===== src/rtl/branch_pkg.sv =====
`default_nettype none
// ============================================================================
//  Module      : branch_pkg
//  Description : Shared definitions for the branch condition unit: RV32I
//                branch funct3 codes, FSM state encoding and decode helpers.
//  Revision    : 1.0 - initial release
// ============================================================================
package branch_pkg;

    localparam logic [2:0] F3_BEQ  = 3'b000;
    localparam logic [2:0] F3_BNE  = 3'b001;
    localparam logic [2:0] F3_BLT  = 3'b100;
    localparam logic [2:0] F3_BGE  = 3'b101;
    localparam logic [2:0] F3_BLTU = 3'b110;
    localparam logic [2:0] F3_BGEU = 3'b111;

    typedef enum logic [1:0] {
        ST_IDLE = 2'd0,
        ST_CMP  = 2'd1,
        ST_DONE = 2'd2
    } state_t;

    // Only 010 and 011 are unused branch encodings.
    function automatic logic is_valid(input logic [2:0] f3);
        return f3[2] | ~f3[1];
    endfunction

    // BLT/BGE compare two's-complement operands.
    function automatic logic is_signed(input logic [2:0] f3);
        return (f3[2:1] == 2'b10);
    endfunction

    // Map the final equality/less-than flags onto the branch decision.
    function automatic logic branch_taken(input logic [2:0] f3,
                                          input logic       eq,
                                          input logic       lt);
        logic taken;
        case (f3)
            F3_BEQ:           taken = eq;
            F3_BNE:           taken = ~eq;
            F3_BLT, F3_BLTU:  taken = lt;
            F3_BGE, F3_BGEU:  taken = ~lt;
            default:          taken = 1'b0;
        endcase
        return taken;
    endfunction

endpackage
`default_nettype wire


===== src/rtl/branch_chunk_cmp.sv =====
`default_nettype none
// ============================================================================
//  Module      : branch_chunk_cmp
//  Description : Combinational CHUNK-bit slice comparator. For the top slice
//                of a signed compare the sign bits are flipped so an unsigned
//                comparison yields the two's-complement ordering.
//  Revision    : 1.0 - initial release
// ============================================================================
module branch_chunk_cmp #(
    parameter int CHUNK = 8
) (
    input  logic [CHUNK-1:0] a,
    input  logic [CHUNK-1:0] b,
    input  logic             signed_top,
    output logic             eq,
    output logic             lt
);

    localparam logic [CHUNK-1:0] MSB_MASK = CHUNK'(1) << (CHUNK - 1);

    logic [CHUNK-1:0] w_flip;
    logic [CHUNK-1:0] w_a_adj;
    logic [CHUNK-1:0] w_b_adj;

    assign w_flip  = signed_top ? MSB_MASK : '0;
    assign w_a_adj = a ^ w_flip;
    assign w_b_adj = b ^ w_flip;

    // Flipping both MSBs does not change equality, only ordering.
    assign eq = (a == b);
    assign lt = (w_a_adj < w_b_adj);

endmodule
`default_nettype wire


===== src/rtl/branch_cond_unit.sv =====
`default_nettype none
// ============================================================================
//  Module      : branch_cond_unit
//  Description : Multi-cycle RV32I branch condition evaluator. Operands are
//                compared MSB-first one CHUNK-bit slice per cycle, stopping
//                at the first differing slice. Start/Done handshake with a
//                result that is held until the next Done.
//  Revision    : 1.0 - initial release
// ============================================================================
module branch_cond_unit
    import branch_pkg::*;
#(
    parameter int WIDTH = 32,
    parameter int CHUNK = 8
) (
    input  logic             clk,
    input  logic             rst,
    input  logic             Start,
    input  logic [2:0]       Funct3,
    input  logic [WIDTH-1:0] RD1,
    input  logic [WIDTH-1:0] RD2,
    output logic             Busy,
    output logic             Done,
    output logic             BrRes,
    output logic             BrInvalid
);

    localparam int              NCHUNK  = WIDTH / CHUNK;
    localparam int              IDXW    = (NCHUNK > 1) ? $clog2(NCHUNK) : 1;
    localparam logic [IDXW-1:0] IDX_TOP = IDXW'(NCHUNK - 1);

    state_t            r_state;
    logic [IDXW-1:0]   r_idx;
    logic [WIDTH-1:0]  r_a;
    logic [WIDTH-1:0]  r_b;
    logic [2:0]        r_f3;
    logic [2:0]        r_res_op;
    logic              r_eq;
    logic              r_lt;
    logic              r_busy;
    logic              r_done;
    logic              r_invalid;

    logic [CHUNK-1:0]  w_a_slice;
    logic [CHUNK-1:0]  w_b_slice;
    logic              w_signed_top;
    logic              w_slice_eq;
    logic              w_slice_lt;

    // Select the slice currently addressed by the index counter.
    always_comb begin
        w_a_slice = '0;
        w_b_slice = '0;
        for (int i = 0; i < NCHUNK; i++) begin
            if (r_idx == IDXW'(i)) begin
                w_a_slice = r_a[i*CHUNK +: CHUNK];
                w_b_slice = r_b[i*CHUNK +: CHUNK];
            end
        end
    end

    assign w_signed_top = is_signed(r_f3) && (r_idx == IDX_TOP);

    branch_chunk_cmp #(
        .CHUNK (CHUNK)
    ) u_chunk_cmp (
        .a          (w_a_slice),
        .b          (w_b_slice),
        .signed_top (w_signed_top),
        .eq         (w_slice_eq),
        .lt         (w_slice_lt)
    );

    // Control FSM: operand capture, slice walk and result registration.
    always_ff @(posedge clk) begin
        if (rst) begin
            r_state   <= ST_IDLE;
            r_idx     <= '0;
            r_a       <= '0;
            r_b       <= '0;
            r_f3      <= F3_BEQ;
            r_res_op  <= F3_BEQ;
            r_eq      <= 1'b0;
            r_lt      <= 1'b0;
            r_busy    <= 1'b0;
            r_done    <= 1'b0;
            r_invalid <= 1'b0;
        end else begin
            r_done <= 1'b0;
            case (r_state)
                ST_IDLE: begin
                    if (Start) begin
                        r_a    <= RD1;
                        r_b    <= RD2;
                        r_f3   <= Funct3;
                        r_busy <= 1'b1;
                        if (is_valid(Funct3)) begin
                            r_idx   <= IDX_TOP;
                            r_state <= ST_CMP;
                        end else begin
                            // Invalid encodings report not-taken immediately;
                            // branch_taken() decodes them to 0.
                            r_res_op  <= Funct3;
                            r_eq      <= 1'b0;
                            r_lt      <= 1'b0;
                            r_invalid <= 1'b1;
                            r_done    <= 1'b1;
                            r_state   <= ST_DONE;
                        end
                    end
                end
                ST_CMP: begin
                    if (!w_slice_eq) begin
                        r_res_op  <= r_f3;
                        r_eq      <= 1'b0;
                        r_lt      <= w_slice_lt;
                        r_invalid <= 1'b0;
                        r_done    <= 1'b1;
                        r_state   <= ST_DONE;
                    end else if (r_idx == '0) begin
                        r_res_op  <= r_f3;
                        r_eq      <= 1'b1;
                        r_lt      <= 1'b0;
                        r_invalid <= 1'b0;
                        r_done    <= 1'b1;
                        r_state   <= ST_DONE;
                    end else begin
                        r_idx <= r_idx - IDXW'(1);
                    end
                end
                ST_DONE: begin
                    r_busy  <= 1'b0;
                    r_state <= ST_IDLE;
                end
                default: begin
                    r_busy  <= 1'b0;
                    r_state <= ST_IDLE;
                end
            endcase
        end
    end

    // The decision is a pure function of registers that only change on the
    // edge raising Done, so it is stable until the next Done.
    assign BrRes     = branch_taken(r_res_op, r_eq, r_lt);
    assign BrInvalid = r_invalid;
    assign Busy      = r_busy;
    assign Done      = r_done;

endmodule
`default_nettype wire


===== config.mk =====
export PLATFORM = sky130hd
export DESIGN_NAME = branch_cond_unit
export DESIGN_NICKNAME = d
export VERILOG_FILES = /design/src/rtl/branch_pkg.sv /design/src/rtl/branch_chunk_cmp.sv /design/src/rtl/branch_cond_unit.sv
export SDC_FILE = /design/constraint.sdc
export NUM_CORES = 1
export LEC_CHECK = 0
export CORE_UTILIZATION = 58
export CTS_BUF_LIST = sky130_fd_sc_hd__clkbuf_4 sky130_fd_sc_hd__clkbuf_8
export CTS_CLUSTER_DIAMETER = 50
export CTS_CLUSTER_SIZE = 28
export DETAILED_ROUTE_END_ITERATION = 16
export PLACE_DENSITY = 0.84
export SLEW_MARGIN = 20
export SYNTH_ARGS = -nofsm -noshare
export SYNTH_HDL_FRONTEND = slang
export SYNTH_SLANG_ARGS = --single-unit

===== constraint.sdc =====
create_clock -name clk -period 8.13 [get_ports clk]
set_clock_uncertainty 0.2 [all_clocks]
set_input_delay 1.626 -clock clk [delete_from_list [all_inputs] [get_ports clk]]
set_output_delay 1.626 -clock clk [all_outputs]
set_load 0.005 [all_outputs]

Yosys cells after proc, flatten, opt, wreduce, memory -nomap -nowiden
Cells that the tools add are included.
W data, S select, Z words.
- output and inout port bits: 4
- word-level logic and storage cells: 93
- bits of input ports: 70
- register bits after elaboration: 79
- reductions and logical operators: 12
- $lt $le $gt $ge: 1
- bitwise gates (word level): 7
- multiplexer cells: 44
- $add $sub $neg: 1
- equality and inequality tests: 17
- operators by type and width (cell ; count):
    $mux W8 ; 9
    $mux W2 ; 8
    $xor A8 B8 Y8 ; 2
    $mux W1 ; 14
    $eq A3 B3 Y1 const B ; 4
    $mux W3 ; 4
    $ne A2 B2 Y1 const B ; 5
    $pmux W1 S2 ; 5
    $eq A8 B8 Y1 ; 1
    $lt A8 B8 Y1 ; 1
    $pmux W2 S2 ; 2
    $eq A2 B2 Y1 const B ; 3
    $pmux W3 S2 ; 1
    $reduce_and A2 Y1 ; 3
    $reduce_and A5 Y1 ; 1
    $eq A2 B1 Y1 const B ; 2
    $logic_not A2 Y1 ; 2
    $not A1 Y1 ; 4
    $pmux W1 S4 ; 1
    $reduce_and A4 Y1 ; 1
    $reduce_or A2 Y1 ; 2
    $eq A3 B1 Y1 const B ; 1
    $logic_not A3 Y1 ; 1
    $ne A3 B3 Y1 const B ; 1
    other kinds (4) ; 4

Logic depth before layout (Yosys ltp)
- depth after elaboration: 9
- mapped depth: 15
- mapped depth without buffers: 13

Modules after synthesis
A second synthesis with hierarchy kept.
- cells, all modules: 498
- area, all modules: 3684.8 um^2
- modules (own cells, without submodules) (module ; seq. area each (um^2) ; times used ; cells each ; area an instance (um^2)):
    branch_cond_unit ; 1581.5 ; 1 ; 465 ; 3464.6
    branch_chunk_cmp ; 0.0 ; 1 ; 33 ; 220.2

Least setup slack after synthesis
Ideal clock, no wire load.
- path type: flip-flop to flip-flop
- start point: register r_idx[0]
- end point: register r_res_op[0]
- buffers on the path: 3
- period minus slack after synthesis: 3.427 ns
- cell stages (with the launch flop): 16
- arrival: 3.103 ns
- setup time: 0.123 ns
- path slack: 4.703 ns
- required time: 7.807 ns
- path through: dfxtp_1 > inv_1 > ha_1 > clkbuf_1 > clkbuf_1 > nand3b_1 > a21oi_1 > a21oi_1 > nor2_1 > a21oi_1 > ha_1 > nand4_1 > or2_2 > clkbuf_1 > o41ai_4 > mux2_1
- cells in the longest elaborated chain, start to end: 8
- elaborated cells on any way between the ends: 17
- those cells by class: eq/ne (5); mux (10); reduce/logical (2)
- RTL lines (element ; RTL line ; source):
    start, declared ; branch_cond_unit.sv:33 ; logic [IDXW-1:0] r_idx;
    start signal, assigned ; branch_cond_unit.sv:128 ; r_idx <= r_idx - IDXW'(1);
    $logic_not A2 Y1 ; branch_cond_unit.sv:55, branch_cond_unit.sv:120 ;
    $mux W8 (4 in a row) ; branch_cond_unit.sv:55 ; if (r_idx == IDXW'(i)) begin
    $eq A8 B8 Y1 ; branch_chunk_cmp.sv:30 ; assign eq = (a == b);
    $ne A3 B3 Y1 (no source line) or $mux W3 (tied branches) ; n/a ;
    $reduce_and A4 Y1 (no source line) or $pmux W3 S2 (tied branches) ; n/a ;
    end signal, assigned ; branch_cond_unit.sv:103 ; r_res_op <= Funct3;
    end signal, assigned ; branch_cond_unit.sv:114 ; r_res_op <= r_f3;
    end signal, assigned ; branch_cond_unit.sv:121 ; r_res_op <= r_f3;
    end, declared ; branch_cond_unit.sv:37 ; logic [2:0] r_res_op;
Parallel ways exist; a longest one is shown, timed or not.
A chain may end at the register's enable or synchronous reset.

Final worst setup path
- start point: register r_idx[0]
- end point: register r_res_op[1]
Same word-level chain as after synthesis.

==> impl_metrics.tcl <==
set metrics [dict create \
    sw_frac_of_total_pct 32.22 \
    leakagePower_nw 1.707 \
    antennaDiodeCount 0 \
    initialDrtViolationCount 177 \
    port_buffers 73 \
    tritoncts "done" \
    rr_worst_depth 10 \
    grt-ovfl-total 0 \
    route.top_layer_used "met4" \
    tritoncts.num_buffers 9 \
    wl_met2_um 4006 \
    post-route-min-period_ns 3.743 \
    critical_path.endpoint_type "flip-flop" \
    dr_wl_met3_um 446 \
    pin_count_of_the_biggest_net_entering_global_routing 85 \
    firstDrtPassIters 4 \
    globalplace.congestion 0.8526 \
    cp_data_required_time_ns 8.17 \
    async_reset_ff_share_pct 0 \
    detailed_route_wire_length_um 8854 \
    setup.worst_path.class "reg2reg" \
    via_per_inst 5.577 \
    number_of_antenna_violations_at_the_first_check_in_global_routing 0 \
    track_usage_pct 28.79 \
    number_of_vias_after_detailed_routing 3491 \
    post-route-cell-area_um2 4611 \
    post_synth.cell_area_avg_um2 7.502 \
    power_density_nw_per_um2 201.3 \
    intPower_uw 628.9 \
    clock_sinks 79 \
    power.switching_uw 299.0 \
    worstPathMaxFanout 32 \
    postCtsSetupRepairBufs 0 \
    htree_levels 3 \
    finalCritPeriodShare_pct 46.04 \
    hp-start "Busy" \
    critical_path.reg2reg.startpoint "r_idx[0]" \
    grt_first_pass_wirelength_um 14570 \
    timing.hold.ws_ns 0.2567 \
    outcome "completed" \
    ioPinCount 74 \
    max_cap_viol_count 0 \
    drc 0 \
    reg2reg_capture_point "r_res_op[1]" \
    clock_tree.root_cell "sky130_fd_sc_hd__clkbuf_8" \
    final.setup.tns_ns 0 \
    ys_dominant_reg_cell "sky130_fd_sc_hd__dfxtp_1" \
    post_dp_cell_area_um2 4438 \
    clock_latency_ns 0.36 \
    vdd_drop_max_mv 0.1942 \
    max_slew.worst_pin.slew_ns 0.8858 \
    detailed_place_hpwl_um 5969 \
    detail_route.wirelength.met1_um 4143 \
    worst_hold_path.endpoint "Busy" \
    worstHoldPathCells 2 \
    register_bit_total_from_synthesis 79 \
    fin_util_pct 76.07 \
    avgRoutedWirePerCell_um 14.14 \
    synth.lib_cells_used.distinct 39 \
    worst_hold_path_type "reg2reg" \
    post_cts_resize_count 0 \
    die_w_um 82.26 \
    seq_area_frac_synth_pct 42.33 \
    area_of_the_core_um2 6061 \
    finalNetCount 628 \
    rows 28 \
    syn_inst 498 \
    clock_power_share_pct 27.8 \
    cts.clk_slew.worst_paths_ns 0.08 \
    cp_data_arrival_time_ns 3.78 \
    report.final.hold_viol_count 0 \
    drv_slew 0 \
    max_clock_freq_mhz 267.2 \
    ctsHoldBuffers 0 \
    area_growth_syn_to_layout_pct 23.41 \
    worstSetupStartpointType "flip-flop" \
    setup_violations 0 \
    post_route_cells_drive_above_1_share_pct 5.263 \
    synth.cell_area_um2 3736 \
    synth-edff-count 0 \
    grt_setup_unrepaired "no" \
    reg_to_reg_setup_timing_slack_ns 4.39 \
    die_height_um 82.26 \
    syn_nets 579 \
    pwr-share-comb_pct 25.2 \
    power.share.sequential_pct 47.0 \
    die_area_um2 6767 \
    first_global_vias 3265 \
    worst_slew_margin_rel_pct 40.94 \
    start_util_pct 61.64 \
    ant_nets 0 \
    clock_tree.buffer_depth 2 \
    yosysWarningCount 0 \
]
cell families (layout without fill, tap and decap cells):
family | Yosys count | count (layout) | synth area share, %
simple gates | 219 | 219 | 25.82
compound gates | 138 | 138 | 21.27
flops | 79 | 79 | 42.33
buf+inv | 43 | 96 | 4.521
fa+ha+maj | 11 | 11 | 3.684
mux | 6 | 6 | 1.708
xor+xnor | 2 | 2 | 0.6700
critical path, cell delays in order, from the launching register on:
cell                       delay [ns]
sky130_fd_sc_hd__dfxtp_1         0.44
sky130_fd_sc_hd__ha_1            0.78
sky130_fd_sc_hd__nand3b_1        0.20
sky130_fd_sc_hd__a21oi_1         0.12
sky130_fd_sc_hd__a21oi_1         0.16
sky130_fd_sc_hd__o21ai_0         0.11
sky130_fd_sc_hd__ha_1            0.34
sky130_fd_sc_hd__nand3_1         0.13
sky130_fd_sc_hd__or2_2           0.40
sky130_fd_sc_hd__o41ai_4         0.38
sky130_fd_sc_hd__mux2_1          0.37
area by class of cell:
type / count / area (um^2)
Clock inverter: 6 / 46.29
Sequential cell: 79 / 1582
Clock buffer: 9 / 123.9
Multi-Input combinational cell: 376 / 1998
Inverter: 5 / 18.77
Timing Repair Buffer: 76 / 748.2
Fill cell: 481 / 1450
Tap cell: 75 / 93.84
sequential cells by signal (all words and copies together), names as in the netlist:
name,cells
r_lt,1
r_b,32
r_a,32
r_res_op,3
r_state,2
BrInvalid,1
r_eq,1
r_idx,2
r_f3,3
Busy,1
Done,1
placed cells by master (no fill, tap or decap), drive strengths merged, types with 2 or more instances in the layout:
master         count
nor2b              6
clkdlybuf4s50     72
clkinvlp           2
a221oi             2
clkinv             3
a31oi              2
o21ai              9
buf                4
nor3               5
o32ai              2
o31a               2
inv                6
nor2              18
nor3b              2
nor4               2
clkbuf             9
mux2               3
ha                11
or2                2
a211oi             7
nand2b             8
dfxtp             79
nand2            155
nand3b            17
mux2i              3
a21o               2
a21oi            108
synth_stat cells (3+ instances only):
cell type	count	area [um^2]
sky130_fd_sc_hd__mux2_1	3	33.78
sky130_fd_sc_hd__nand3b_1	17	127.6
sky130_fd_sc_hd__mux2i_1	3	30.03
sky130_fd_sc_hd__nor2_1	18	67.56
sky130_fd_sc_hd__o21ai_1	7	35.03
sky130_fd_sc_hd__a21oi_1	108	540.5
sky130_fd_sc_hd__nand2b_1	8	50.05
sky130_fd_sc_hd__nand2_1	155	581.8
sky130_fd_sc_hd__clkbuf_1	33	123.9
sky130_fd_sc_hd__ha_1	11	137.6
sky130_fd_sc_hd__nor3_1	5	25.02
sky130_fd_sc_hd__a211oi_1	4	30.03
sky130_fd_sc_hd__nor2b_1	6	37.54
sky130_fd_sc_hd__dfxtp_1	79	1582
sky130_fd_sc_hd__buf_1	4	15.01
sky130_fd_sc_hd__inv_1	5	18.77
how the worst max path moves through the flow:
stage	from	endpoint	slack, ns	cells after the start
after floorplan	r_idx[0]	r_res_op[0]	4.70	15
after global placement	Start	r_b[22]	4.35	5
after detailed placement	r_idx[0]	r_res_op[1]	4.45	10
after CTS	r_idx[0]	r_res_op[1]	4.38	10
after global routing	r_idx[0]	r_res_op[0]	4.10	10
final	r_idx[0]	r_res_op[1]	4.39	10
metal layers:
metal | global-route usage, % | vias up
met1 | 36.74 | 1599
li1 | - | 1768
met2 | 45.62 | 100
met4 | 15.09 | 0
met3 | 6.044 | 24
met5 | 0 | -
power groups by stage:
stage          Clock (mW)  Sequential [mW]  Combinational (mW)
3_5_place_dp            0            0.444               0.231
4_1_cts             0.259            0.435               0.234
3_3_place_gp            0            0.444               0.225
5_1_grt             0.275            0.439               0.259
2_1_floorplan           0            0.437               0.164
6_report            0.258            0.436               0.234
metrics by stage:
| step | cells | worst slack [ns] | total power [mW] |
|---|---|---|---|
| finish | 626 | 4.387 | 0.9279 |
| global route | 626 | 4.101 | 0.9736 |
| CTS | 626 | 4.382 | 0.9280 |
| detailed placement | 611 | 4.445 | 0.6758 |
| global placement | 611 | 4.347 | 0.6685 |
| floorplan | 498 | 4.703 | 0.6013 |
(Power assumes the default switching activity.)
